$ cat src/rtl/ram_sdp.sv
`default_nettype none
// ============================================================================
// Module   : ram_sdp
// Purpose  : Simple-dual-port synchronous RAM with byte-lane writes, 1/2-cycle
//            read latency, selectable read-during-write and a clear sequencer.
// Revision : 1.0 - initial release
// ============================================================================
module ram_sdp #(
  parameter int              AWID       = 8,
  parameter int              DWID       = 16,
  parameter int              RD_LAT     = 1,
  parameter int              RDW_MODE   = 0,
  parameter int              CLR_ON_RST = 1,
  parameter logic [DWID-1:0] CLR_VAL    = '0
) (
  input  logic              clk,
  input  logic              rst_n,
  input  logic              i_we,
  input  logic [DWID/8-1:0] i_be,
  input  logic [AWID-1:0]   i_waddr,
  input  logic [DWID-1:0]   i_wdat,
  input  logic              i_re,
  input  logic [AWID-1:0]   i_raddr,
  output logic [DWID-1:0]   o_rdat,
  output logic              o_rvld,
  input  logic              i_clr,
  output logic              o_busy
);

  localparam int              DEPTH       = 2**AWID;
  localparam int              NBYTE       = DWID/8;
  localparam logic [AWID-1:0] c_last_addr = AWID'(DEPTH-1);

  typedef enum logic [0:0] {
    S_IDLE  = 1'b0,
    S_CLEAR = 1'b1
  } state_t;

  state_t             r_state;
  state_t             w_state_nxt;
  logic [AWID-1:0]    r_cnt;
  logic [AWID-1:0]    w_cnt_nxt;

  logic [DWID-1:0]    r_mem [DEPTH];
  logic [NBYTE-1:0]   w_wen;
  logic [AWID-1:0]    w_waddr;
  logic [DWID-1:0]    w_wdat;

  logic               w_rd;
  logic [DWID-1:0]    w_rword;
  logic [DWID-1:0]    r_rdat1;
  logic               r_rvld1;

  // ---------------------------------------------------------------- FSM
  always_ff @(posedge clk or negedge rst_n) begin
    if (!rst_n) begin
      r_state <= (CLR_ON_RST != 0) ? S_CLEAR : S_IDLE;
      r_cnt   <= '0;
    end else begin
      r_state <= w_state_nxt;
      r_cnt   <= w_cnt_nxt;
    end
  end

  always_comb begin
    w_state_nxt = r_state;
    w_cnt_nxt   = r_cnt;
    case (r_state)
      S_IDLE: begin
        if (i_clr) w_state_nxt = S_CLEAR;
      end
      S_CLEAR: begin
        w_cnt_nxt = r_cnt + AWID'(1);
        if (r_cnt == c_last_addr) w_state_nxt = S_IDLE;
      end
      default: w_state_nxt = S_IDLE;
    endcase
  end

  assign o_busy = (r_state == S_CLEAR);

  // ---------------------------------------------------------------- write port
  // The clear sequencer takes the write port over completely while busy.
  always_comb begin
    w_wen   = '0;
    w_waddr = i_waddr;
    w_wdat  = i_wdat;
    if (r_state == S_CLEAR) begin
      w_wen   = '1;
      w_waddr = r_cnt;
      w_wdat  = CLR_VAL;
    end else if (i_we) begin
      w_wen   = i_be;
    end
  end

  always_ff @(posedge clk) begin
    for (int b = 0; b < NBYTE; b++) begin
      if (w_wen[b]) r_mem[w_waddr][8*b +: 8] <= w_wdat[8*b +: 8];
    end
  end

  // ---------------------------------------------------------------- read port
  assign w_rd = (r_state == S_IDLE) && i_re;

  generate
    if (RDW_MODE != 0) begin : g_rdw_new
      always_comb begin
        w_rword = r_mem[i_raddr];
        for (int b = 0; b < NBYTE; b++) begin
          if (w_wen[b] && (w_waddr == i_raddr)) w_rword[8*b +: 8] = w_wdat[8*b +: 8];
        end
      end
    end else begin : g_rdw_old
      assign w_rword = r_mem[i_raddr];
    end
  endgenerate

  always_ff @(posedge clk or negedge rst_n) begin
    if (!rst_n) begin
      r_rdat1 <= '0;
      r_rvld1 <= 1'b0;
    end else begin
      r_rvld1 <= w_rd;
      if (w_rd) r_rdat1 <= w_rword;
    end
  end

  generate
    if (RD_LAT >= 2) begin : g_lat2
      logic [DWID-1:0] r_rdat2;
      logic            r_rvld2;

      // Second stage only loads on valid data so the output holds between reads.
      always_ff @(posedge clk or negedge rst_n) begin
        if (!rst_n) begin
          r_rdat2 <= '0;
          r_rvld2 <= 1'b0;
        end else begin
          r_rvld2 <= r_rvld1;
          if (r_rvld1) r_rdat2 <= r_rdat1;
        end
      end

      assign o_rdat = r_rdat2;
      assign o_rvld = r_rvld2;
    end else begin : g_lat1
      assign o_rdat = r_rdat1;
      assign o_rvld = r_rvld1;
    end
  endgenerate

endmodule
`default_nettype wire

$ cat config.mk
export PLATFORM = sky130hd
export DESIGN_NAME = ram_sdp
export DESIGN_NICKNAME = d
export VERILOG_FILES = /design/src/rtl/ram_sdp.sv
export SDC_FILE = /design/constraint.sdc
export NUM_CORES = 2
export LEC_CHECK = 0
export CELL_PAD_IN_SITES_DETAIL_PLACEMENT = 0
export CELL_PAD_IN_SITES_GLOBAL_PLACEMENT = 1
export CORE_MARGIN = 5
export CORE_UTILIZATION = 30
export DETAILED_ROUTE_END_ITERATION = 16
export PLACE_DENSITY_LB_ADDON = 0.12
export SLEW_MARGIN = 10
export SYNTH_ARGS = -nofsm -noshare
export SYNTH_HDL_FRONTEND = slang
export SYNTH_SLANG_ARGS = --single-unit
export TNS_END_PERCENT = 50
$ cat constraint.sdc
create_clock -name clk -period 21.2 [get_ports clk]
set_clock_uncertainty 0.1 [all_clocks]
set_input_delay 3.18 -clock clk [delete_from_list [all_inputs] [get_ports clk]]
set_output_delay 3.18 -clock clk [all_outputs]
set_load 0.02 [all_outputs]
## Yosys cells after proc, flatten, opt, wreduce, memory -nomap -nowiden

Memories as Yosys holds them, arrays and structs flattened. A register that Yosys moved wholly into a read port is not among the register bits.
Cells that the tools add are included.
Widths: inputs -> output; s select.

| storage, ports and cells | value |
|---|---|
| input port bits | 39 |
| register bits after elaboration | 10 |
| memories kept | 1 |
| memory bits (writable) | 4096 |
| output and inout port bits | 18 |
| word-level logic and storage cells | 20 |

Memory list:

| name | depth | width | rd ports | clocked after Yosys merged registers in | write ports | RTL line | source |
|---|---|---|---|---|---|---|---|
| r_mem | 256 | 16 | 1 | 1 | 1 | 44 | `logic [DWID-1:0] r_mem [DEPTH];` |

| cells by class | value |
|---|---|
| add/sub/neg operators | 1 |
| bitwise logic cells | 1 |
| reductions and logical operators | 2 |
| equal/unequal tests | 1 |
| muxes and demuxes | 11 |

Operators by type and width:

| kind | count |
|---|---|
| $mux 16 | 1 |
| $add 8x1->8 const B | 1 |
| $eq 8x8->1 const B | 1 |
| $mux 8 | 1 |
| $mux 1 | 6 |
| $mux 2 | 2 |
| $pmux 1 s2 | 1 |
| $logic_and 1x1->1 | 1 |
| $logic_not 1->1 | 1 |
| $not 1->1 | 1 |

## Logic depth before layout (Yosys ltp)

| depth | value |
|---|---|
| depth in word-level cells | 4 |
| gate-level depth with buffers | 12 |
| depth with buffers taken out | 7 |

## Worst setup path after synthesis

OpenSTA, ideal clock, no wires.

| timing | value |
|---|---|
| path kind | input -> register |
| start point | input i_wdat[0] |
| end point | memory r_mem[0][0], data pin |
| path slack | 10.329 ns |
| arrival | 9.325 ns |
| library setup time | 1.446 ns |
| data required time | 19.654 ns |
| buffers on the path | 0 |
| stages on the path | 1 |
| cells stage by stage | nor2b_1 |

| on the way | value |
|---|---|
| cells in the longest elaborated chain, start to end | 1 |

Ends and longest elaborated chain:

| element | RTL line | source |
|---|---|---|
| start, declared | 21 | `input logic [DWID-1:0] i_wdat,` |
| $mux 16 | 88 | `if (r_state == S_CLEAR) begin` |
| end, declared | 44 |  |

No other way between the ends.

==> metrics list <==
- The run finished with clean final reports.
- Measured against its own limit, the worst slew margin works out to 10.92%.
* Part of the cycle the worst path needs: 39.41%
- IR analysis of the VDD net gives a maximum drop of 0.00006935 V.
* Gr ovfl total: 0
- DRT Wirelength: 540,000 um
- In this run the static leakage power is 58.02 nW.
- Clock latency on the worst-skew pair, taken at its later pin, is 990 ps.
- Flop and latch count out of synthesis: 4,122
* RSZ-0062 raised after global routing: no
- Wire length of the first global-routing pass: 735,000 um
- TritonCTS built the clock tree.
- In this run, post-CTS repair resized a total of 0 instances.
* Number of clock sinks seen by CTS: 4,122
- The final layout contains 8,143 nets.
- Slew of the pin with the lowest slew margin: 1336 ps
- Across the run, the number of max-cap violations was 0.
- Pin count of the biggest net entering global routing: 192
* Fin Setup TNS: 0 ps
* Via density per instance: 5.215
- Yosys mapped a number of flops with a built-in enable equal to 4,096.
- Largest fanout on the critical path: 45
- Number of rows created at floorplan: 268
* Total chip power: 0.01805 W
- The clock period could shrink to 8355 ps.
* CORE AREA: 533,200 um^2
- Relative to the synthesized area, the layout overhead comes to 14.04%.
- Share of the yosys chip area belonging to registers: 76.99%
* Total area of multi-input combinational cells: 34,020 um^2
* Die area: 550,100 um^2
- The die is 741.7 um wide.
* Most used cell, CP: sky130_fd_sc_hd__buf_4
- After filler insertion, the fill cell instance count of the layout stands at 50,050.
- The largest single stage delay on the critical path is 810 ps.
- Number of buffers and inverters on the critical path: 6
- The hold violation total from the final report is 0.
- Post-CTS timing repair inserted 0 buffers for setup.
- sky130_fd_sc_hd__edfxtp_1 takes more of the synthesized area than any other cell.
* Final standard cell area without fillers: 183,200 um^2
- Cell variety after synth: 74
- The worst setup path is captured at a register.
* Overall via count from detail_route: 80,920
* Number of buffers created by CTS: 449
- Kind of critical path: input port to register
* Cell type of the slowest stage on the worst timing path: sky130_fd_sc_hd__o21ai_0
- Data required time at the worst endpoint: 21,990 ps
- Deepest level of the CTS H-tree: 5
* Top-count cell post-synth: sky130_fd_sc_hd__edfxtp_1
- Setup violators final: 0
* Max Freq: 119.7 MHz
- Arrival time at the worst endpoint: 9150 ps
* Share of post-route cells with drive strength above 1: 19.36%
* Number of buffers added to fix hold violations after cts: 0
- In this design, the largest share of critical-path delay is due to buffers and inverters.
- After clock tree synthesis, the clock-pin slew on the worst setup and hold paths is 60 ps.
- Traced cell by cell, the critical path runs through buf_8, buf_4, buf_4, buf_4, buf_4, buf_4, mux4_2, o22ai_1, o21ai_0, o2111a_1, o211ai_1, o211ai_1.
- Largest cells by area after synthesis: sky130_fd_sc_hd__edfxtp_1, sky130_fd_sc_hd__mux4_2, sky130_fd_sc_hd__mux2i_1
- Maximum buffer depth of the clock tree: 4
- During synthesis, Yosys emitted a total of 0 warnings.
* Worst hold-check slack: 476.4 ps
- Synthesis produced a netlist with a net count of 7,896.
* Setup crit start kind: input port
* Wirelength per Cell: 34.80 um
- The synthesized design devotes to its leading area cell type 76.58% of total area.
* Pre-antenna DRT Iters: 6
- Avg Cell Area, Syn: 20.44 um^2
- Top cells by count, synth: sky130_fd_sc_hd__edfxtp_1, sky130_fd_sc_hd__mux4_2, sky130_fd_sc_hd__mux2i_1
- FF+latch area: 123,700 um^2
- The first routing iteration left 7,982 violations.
- At the end of routability-driven placement, the weighted congestion stood at 0.7638.
* Number of antenna violations at the first check in global routing: 55
- Primary flip-flop cell chosen by synthesis mapping: sky130_fd_sc_hd__edfxtp_1
* Initial Utilization: 30.12%
- Post-synthesis instance area: 160,600 um^2
- Final routed DRC violation total: 0
- Number of I/O pins: 57
- In this run the worst hold path is classified as register to register.
- Measured on the finished design, the core utilization comes to 34.35%.
* Number of buffer cells added on primary ports: 56
* Power Density: 98.55 nW/um^2
- Measured along the y axis, the die boundary spans 741.7 um.
- Final slew viol count: 0
* Clk Tree Root Cell: sky130_fd_sc_hd__clkbuf_16
- In this run the remaining antenna-violating nets after routing total 0.
- In the synthesized netlist, the number of instances is 7,856.
* Half-perimeter wire length after placement: 326,000 um
- Fraction of registers with async set or reset after synthesis: 0.6308%
- Once placement finished, the instance area stood at 169,000 um^2.
* Global-route total usage across every layer: 19.15%
* Number of global-route vias before repair: 83,310
cell families after synthesis:
logic type | Yosys count | share of synthesized area [%]
adders and majority gates | 1 | 0.007789
buffers and inverters | 504 | 2.117
xor gates and xnor gates | 7 | 0.03817
DFF | 4122 | 76.99
and+or+nand+nor | 1044 | 2.766
muxes | 1338 | 14.44
AOI/OAI and AO/OA | 840 | 3.643
worst reg2reg max path: stages (launching register included):
cell                      delay (ps)
sky130_fd_sc_hd__dfstp_4         780
sky130_fd_sc_hd__buf_4           640
sky130_fd_sc_hd__nand2_1         170
sky130_fd_sc_hd__o31ai_1         100
sky130_fd_sc_hd__buf_4           270
sky130_fd_sc_hd__inv_1            70
sky130_fd_sc_hd__nor2_1          830
sky130_fd_sc_hd__nand2_1         950
sky130_fd_sc_hd__nor2_1         1150
metrics by stage:
step	instances	setup WS (ps)
floorplan	7856	10330
global route	15500	12690
global placement	14670	11180
finish	15520	12840
detailed placement	14670	11570
CTS	15500	12700
flip-flops by register name, indices dropped and copies added (netlist names):
register and cells:
r_cnt 8, o_rvld 1, r_mem 4096, o_busy 1
o_rdat 16
cell usage in the layout, fill, tap and decap left out, types with 19 or more instances in the layout:
master	count
sky130_fd_sc_hd__o21ai_0	84
sky130_fd_sc_hd__bufinv_16	34
sky130_fd_sc_hd__o221ai_1	97
sky130_fd_sc_hd__a22oi_1	99
sky130_fd_sc_hd__a21oi_1	93
sky130_fd_sc_hd__a211oi_1	68
sky130_fd_sc_hd__mux2i_1	570
sky130_fd_sc_hd__o22ai_1	228
sky130_fd_sc_hd__clkinv_2	92
sky130_fd_sc_hd__nand2_1	232
sky130_fd_sc_hd__nor3_1	48
sky130_fd_sc_hd__buf_4	211
sky130_fd_sc_hd__nand3_1	55
sky130_fd_sc_hd__clkbuf_16	455
sky130_fd_sc_hd__a2111oi_0	37
sky130_fd_sc_hd__mux4_1	57
sky130_fd_sc_hd__nor2b_4	19
sky130_fd_sc_hd__mux4_2	709
sky130_fd_sc_hd__clkinv_1	111
sky130_fd_sc_hd__dfrtp_1	25
sky130_fd_sc_hd__clkdlybuf4s50_1	48
sky130_fd_sc_hd__clkbuf_1	106
sky130_fd_sc_hd__nor2_1	548
sky130_fd_sc_hd__edfxtp_1	4096
sky130_fd_sc_hd__nand4_1	21
per-layer routing:
layer  vias to the layer above  wire (um)  GRT usage [%]
met5                         -         27              0
met4                         4      11450          3.899
met3                       512      28670          2.792
met2                      2347     255300          30.97
met1                     44830     244500          27.56
li1                      33230          -              -
where the power goes:
part	internal (W)	switching [W]	total [W]
combinational	0.000337	0.00103	0.00136
clock	0.00434	0.00327	0.00762
sequential	0.00901	0.0000648	0.00907
path summary, 6_finish.rpt:
path / startpoint / to / slack [ps] / cells past startpoint
min: r_cnt[3]$_DFFE_PN0P_ / r_cnt[3]$_DFFE_PN0P_ / 480 / 1
max in group asynchronous: rst_n / o_rdat[6]$_DFFE_PN0P_ / 18050 / 2
max reg2reg: o_busy$_DFF_PN1_ / r_mem[130][10]$_DFFE_PP_ / 15750 / 8
min in group asynchronous: rst_n / r_cnt[3]$_DFFE_PN0P_ / 2300 / 2
max: i_raddr[1] / o_rdat[14]$_DFFE_PN0P_ / 12840 / 12
min reg2reg: r_cnt[3]$_DFFE_PN0P_ / r_cnt[3]$_DFFE_PN0P_ / 480 / 1
area by class of cell:
| class | instances | area share [%] |
|---|---|---|
| Clock inverter | 267 | 1.237 |
| Tap cell | 7020 | 4.796 |
| Inverter | 14 | 0.03279 |
| Clock buffer | 563 | 6.449 |
| Timing Repair Buffer | 286 | 1.381 |
| Sequential cell | 4122 | 67.51 |
| Multi-Input combinational cell | 3230 | 18.57 |
| Antenna cell | 14 | 0.01913 |
Power figures use the tool's default switching activity.
